$ cat src/rtl/adc_serial_tx_if.sv
// Upstream sample stream into adc_serial_tx: one word per DIN_VALID/DIN_READY handshake.
interface adc_serial_tx_if #(
  parameter int WIDTH = 12
);
  logic [WIDTH-1:0] DIN;
  logic             DIN_VALID;
  logic             DIN_READY;

  // Word source (upstream sample producer)
  modport master (output DIN, output DIN_VALID, input DIN_READY);
  // Word sink (the serializer)
  modport slave  (input DIN, input DIN_VALID, output DIN_READY);
endinterface

$ cat src/rtl/adc_serial_tx.sv
// ADC emulator serializer: parallel words -> MSB-first SDATA with a 50%-duty FRAME.
// Words come from the upstream stream, an internal ramp or a fixed pattern.
module adc_serial_tx #(
  parameter int               WIDTH      = 12,
  parameter logic [WIDTH-1:0] IDLE_WORD  = '0,
  parameter logic [WIDTH-1:0] FIXED_WORD = 12'hA5C
) (
  input  logic                 CLK,
  input  logic                 RESET_N,
  input  logic                 ENABLE,
  input  logic [1:0]           MODE,
  adc_serial_tx_if.slave       up,
  output logic                 SDATA,
  output logic                 FRAME,
  output logic                 BUSY,
  output logic                 UNDERFLOW,
  input  logic                 CLR_STATUS,
  output logic [15:0]          WORD_COUNT
);

  localparam int             CW   = $clog2(WIDTH);
  localparam logic [CW-1:0]  LAST = CW'(WIDTH - 1);
  localparam logic [CW-1:0]  HALF = CW'(WIDTH / 2);

  typedef enum logic {S_IDLE, S_RUN} state_t;

  state_t           state_q;
  logic [CW-1:0]    bit_cnt_q;
  logic [WIDTH-1:0] shift_q;
  logic [WIDTH-1:0] ramp_q;
  logic             frame_q;
  logic             busy_q;
  logic             underflow_q;
  logic [15:0]      word_cnt_q;

  logic             last_bit;
  logic             load;
  logic             data_mode;
  logic [CW-1:0]    cnt_nxt;
  logic [WIDTH-1:0] load_word_d;

  // A word boundary is either leaving IDLE or the LSB slot of the current word.
  assign last_bit  = (state_q == S_RUN) && (bit_cnt_q == LAST);
  assign load      = ENABLE && ((state_q == S_IDLE) || last_bit);
  assign data_mode = (MODE == 2'b00);
  assign cnt_nxt   = bit_cnt_q + CW'(1);

  // Ready is gated by reset so nothing upstream is consumed while held in reset.
  assign up.DIN_READY = RESET_N && load && data_mode;

  // Select the word to load at a boundary; reserved MODE 11 acts as fixed.
  always_comb begin
    load_word_d = FIXED_WORD;
    case (MODE)
      2'b00:   load_word_d = up.DIN_VALID ? up.DIN : IDLE_WORD;
      2'b01:   load_word_d = ramp_q;
      default: load_word_d = FIXED_WORD;
    endcase
  end

  // Serializer FSM: SDATA is the shift register MSB, so it is registered and zero when idle.
  always_ff @(posedge CLK or negedge RESET_N) begin
    if (!RESET_N) begin
      state_q   <= S_IDLE;
      bit_cnt_q <= '0;
      shift_q   <= '0;
      ramp_q    <= '0;
      frame_q   <= 1'b0;
      busy_q    <= 1'b0;
    end else if (load) begin
      state_q   <= S_RUN;
      bit_cnt_q <= '0;
      shift_q   <= load_word_d;
      frame_q   <= 1'b1;
      busy_q    <= 1'b1;
      if (MODE == 2'b01) ramp_q <= ramp_q + {{(WIDTH-1){1'b0}}, 1'b1};
    end else if (state_q == S_RUN) begin
      if (last_bit) begin
        state_q   <= S_IDLE;
        bit_cnt_q <= '0;
        shift_q   <= '0;
        frame_q   <= 1'b0;
        busy_q    <= 1'b0;
      end else begin
        bit_cnt_q <= cnt_nxt;
        shift_q   <= {shift_q[WIDTH-2:0], 1'b0};
        frame_q   <= (cnt_nxt < HALF);
      end
    end
  end

  // Status: sticky underflow and wrapping word counter; clear wins over set/increment.
  always_ff @(posedge CLK or negedge RESET_N) begin
    if (!RESET_N) begin
      underflow_q <= 1'b0;
      word_cnt_q  <= '0;
    end else if (CLR_STATUS) begin
      underflow_q <= 1'b0;
      word_cnt_q  <= '0;
    end else begin
      if (load && data_mode && !up.DIN_VALID) underflow_q <= 1'b1;
      if (last_bit) word_cnt_q <= word_cnt_q + 16'd1;
    end
  end

  assign SDATA      = shift_q[WIDTH-1];
  assign FRAME      = frame_q;
  assign BUSY       = busy_q;
  assign UNDERFLOW  = underflow_q;
  assign WORD_COUNT = word_cnt_q;

endmodule

$ cat src/flat_wrapper.sv
// flat-port wrapper written by rule: the top's interface ports become plain ports
module adc_serial_tx_flat 
#(
  parameter int               WIDTH      = 12,
  parameter logic [WIDTH-1:0] IDLE_WORD  = '0,
  parameter logic [WIDTH-1:0] FIXED_WORD = 12'hA5C
)
  (CLK, RESET_N, ENABLE, MODE, SDATA, FRAME, BUSY, UNDERFLOW, CLR_STATUS, WORD_COUNT, up_DIN, up_DIN_VALID, up_DIN_READY);
  adc_serial_tx_if #(.WIDTH(WIDTH)) up_i ();
  input  logic CLK;
  input  logic RESET_N;
  input  logic ENABLE;
  input  logic [1:0] MODE;
  output logic SDATA;
  output logic FRAME;
  output logic BUSY;
  output logic UNDERFLOW;
  input  logic CLR_STATUS;
  output logic [15:0] WORD_COUNT;
  input wire logic [$bits(up_i.DIN)-1:0] up_DIN;
  input wire logic [$bits(up_i.DIN_VALID)-1:0] up_DIN_VALID;
  output wire logic [$bits(up_i.DIN_READY)-1:0] up_DIN_READY;
  assign up_i.DIN = up_DIN;
  assign up_i.DIN_VALID = up_DIN_VALID;
  assign up_DIN_READY = up_i.DIN_READY;
  adc_serial_tx #(.WIDTH(WIDTH), .IDLE_WORD(IDLE_WORD), .FIXED_WORD(FIXED_WORD)) u_core (.CLK(CLK), .RESET_N(RESET_N), .ENABLE(ENABLE), .MODE(MODE), .up(up_i), .SDATA(SDATA), .FRAME(FRAME), .BUSY(BUSY), .UNDERFLOW(UNDERFLOW), .CLR_STATUS(CLR_STATUS), .WORD_COUNT(WORD_COUNT));
endmodule
$ cat config.mk
export PLATFORM = sky130hd
export DESIGN_NAME = adc_serial_tx_flat
export DESIGN_NICKNAME = d
export VERILOG_FILES = /design/src/rtl/adc_serial_tx_if.sv /design/src/rtl/adc_serial_tx.sv /design/src/flat_wrapper.sv
export SDC_FILE = /design/constraint.sdc
export NUM_CORES = 1
export LEC_CHECK = 0
export BUFFER_PORTS_ARGS = -buffer_cell sky130_fd_sc_hd__clkbuf_2
export CORE_ASPECT_RATIO = 0.75
export CORE_MARGIN = 2
export CORE_UTILIZATION = 56
export CTS_CLUSTER_SIZE = 25
export DETAILED_ROUTE_END_ITERATION = 7
export GPL_ROUTABILITY_DRIVEN = 0
export GPL_TIMING_DRIVEN = 0
export PLACE_DENSITY = 0.79
export SYNTH_ARGS = -nofsm -noshare
export SYNTH_HDL_FRONTEND = slang
export SYNTH_SLANG_ARGS = --single-unit
$ cat constraint.sdc
create_clock -name CLK -period 3 [get_ports CLK]
set_clock_uncertainty 0.2 [all_clocks]
set_input_delay 0.6 -clock CLK [delete_from_list [all_inputs] [get_ports CLK]]
set_output_delay 0.6 -clock CLK [all_outputs]
set_load 0.005 [all_outputs]
==> qor.yml <==
fill_cells: 350
worst-r2r-setup-slack_ps: 700
cp.required_ps: 2200
overflow: 0
path_clk_slew_ps: 80
final_util: 0.676
cp-start-kind: "register"
firstDrtPassIters: 4
synth_xor_area_frac: 0.0773
grt_pass1_vias: 1764
dp_slack_ps: 248
fp.dieH_um: 60.5
synth_compound_area_frac: 0.180
whs_ps: 290
final.period_utilization: 0.922
finalSetupViolCount: 0
via_count: 1991
die_w_um: 79.3
min_path_cells: 1
diodes: 0
layout_common_cells: "48 x dfrtp_1, 38 x clkbuf_2, 18 x o21ai_0"
synth_top_family_by_area: "simple AND/OR/NAND/NOR gates"
outcome: "finished, final reports clean"
slew_viol_final: 0
finalNonFillerCells: 335
syn_area_mm2: 0.00238
numCtsBuffers: 5
synth_ff_type: "dfrtp_1"
synth-seq-cells: 48
routed_wl_um: 5330
reg2reg_depth: 6
arrival_ps: 1970
yosysWarningCount: 0
synth_cell_types: 41
place_area_mm2: 0.00264
core_area_mm2: 0.00405
rows: 20
antenna_found_initial: 0
viasPerCell: 5.94
r2r_end: "u_core.ramp_q[9]"
slew_headroom: 0.221
worst_pin_slew_ps: 1170
synth_edf_count: 0
cap_violations: 0
min_from: "u_core.ramp_q[11]"
postLayoutCellArea_mm2: 0.00274
power_mw: 1.71
grt_pass1_wl_um: 8650
hold_viol: 0
whs_endpoint: "u_core.ramp_q[11]"
final_common_cell: "dfrtp_1"
min_path_type: "reg -> reg"
grt_max_degree: 50
drt-wirelength-per-cell_um: 15.9
htree_levels: 2
synthMuxAreaShare: 0.00946
synth_area_per_cell_um2: 10.1
worstSetupPathType: "reg -> out"
tns_ps: 0
rr_startpoint: "u_core.bit_cnt_q[2]"
period_minus_slack_ps: 2770
synth_fp_nets: 257
clock.fmax_mhz: 361
grtUsageTotal: 0.241
cts-root-buf: "clkbuf_8"
cp-end-kind: "primary output"
port_buffers: 38
clk_latency_ps: 300
drc: 0
drive_gt1_frac: 0.196
synth-seq-area-share: 0.505
dpl.cell_count: 328
pin_count: 40
worstPathMaxFanout: 10
dp_hpwl_um: 3780
syn2layout_area_growth_pct: 15.1
dr.first_iter.drc_count: 160
hold_buffers: 0
rsz0062_at_grt: "false"
cts_tree: "done"
ant_nets: 0
worst_slack_ps: 233
async_flop_share: 1.00
clock_path_buffers: 2
fp.dieArea_mm2: 0.00479
nets: 302
ir_drop_v: 0.000283
synthSimpleGateAreaFrac: 0.185
power.density_mw_per_mm2: 625
initial_core_util: 0.587
clkSinkCount: 48
p_leak_nw: 1.22
synth_cells: 235
synthAdderAreaFrac: 0.0158
## state kept, by name, summed over array words and instances, names as in the netlist
name	count
u_core.WORD_COUNT	16
u_core.FRAME	1
u_core.bit_cnt_q	4
u_core.ramp_q	12
u_core.BUSY	1
u_core.UNDERFLOW	1
u_core.state_q	1
u_core.shift_q	12
## metal layers
metal / global-route usage / share of wire / vias up / routed length [µm]
met5: 0 / 0 / - / 0
met4: 0.106 / 0.011 / 0 / 59
met3: 0.0476 / 0.044 / 4 / 237
met2: 0.346 / 0.44 / 57 / 2330
met1: 0.359 / 0.51 / 959 / 2710
li1: - / - / 971 / -
## power by group
part           switching, mW  leakage, nW  internal (mW)  total (mW)
Clock                  0.207       0.0410          0.159       0.365
Sequential             0.103        0.647          0.758       0.861
Combinational          0.261        0.529          0.226       0.487
## synth_stat cells (all sizes together), types with 2 or more instances
cell    instances  area, µm²
a22oi          17        128
and2            3       18.8
nand4          11       68.8
xor2           12        105
nand3           8       40.0
a211oi          2       15.0
and4            3       26.3
clkbuf         11       41.3
nand4b          2       17.5
mux2            2       22.5
and3            4       25.0
a211o           2       17.5
inv             3       11.3
nor2           13       48.8
o21ai          19       95.1
a31o            2       17.5
nand2b          2       12.5
dfrtp          48       1200
or3             5       31.3
nor3            2       10.0
a21oi          11       55.1
buf             2       8.75
nor4            2       12.5
nor2b           2       12.5
ha              3       37.5
a221oi          7       61.3
nand2          17       63.8
or4             2       18.8
xnor2           9       78.8
## cell families after synthesis
| group | Yosys count |
|---|---|
| AND/OR/NAND/NOR | 80 |
| AO/OA/AOI/OAI | 64 |
| adder cells (fa/ha/maj) | 3 |
| multiplexers | 2 |
| flip-flops | 48 |
| buffers and inverters | 17 |
| XOR/XNOR | 21 |
## final cells by class
cell class                 instances  area, µm²  share of cell area
clock inverter                     1       5.00             0.00183
inverter                           4       15.0             0.00548
sequential                        48       1200               0.439
buffer                            12       46.3              0.0169
tap                               55       68.8              0.0251
clock buffer                       6       72.6              0.0265
timing repair buffer              39        198              0.0722
multi-input combinational        170       1130               0.413
## worst max-delay path by stage
stage	slack, ps	endpoint	start
after floorplan	780	up_DIN_READY	u_core.bit_cnt_q[3]
after global placement	260	up_DIN_READY	RESET_N
after detailed placement	250	up_DIN_READY	RESET_N
after CTS	100	up_DIN_READY	u_core.bit_cnt_q[3]
after global routing	50	up_DIN_READY	RESET_N
final	230	up_DIN_READY	u_core.bit_cnt_q[2]
## worst max-delay path, stage by stage, from the launching register on
cell	delay [ps]
dfrtp_1	380
clkbuf_1	200
nand3b_1	290
a21oi_4	250
nand2b_1	210
nor3b_2	210
clkbuf_2	130
## repair_timing
item / CTS / global route
gates resized for setup: 1 / 3
setup buffers: 0 / 1
setup endpoints to repair: 1 / 1
No activity file was read; power rests on OpenSTA's default activity.
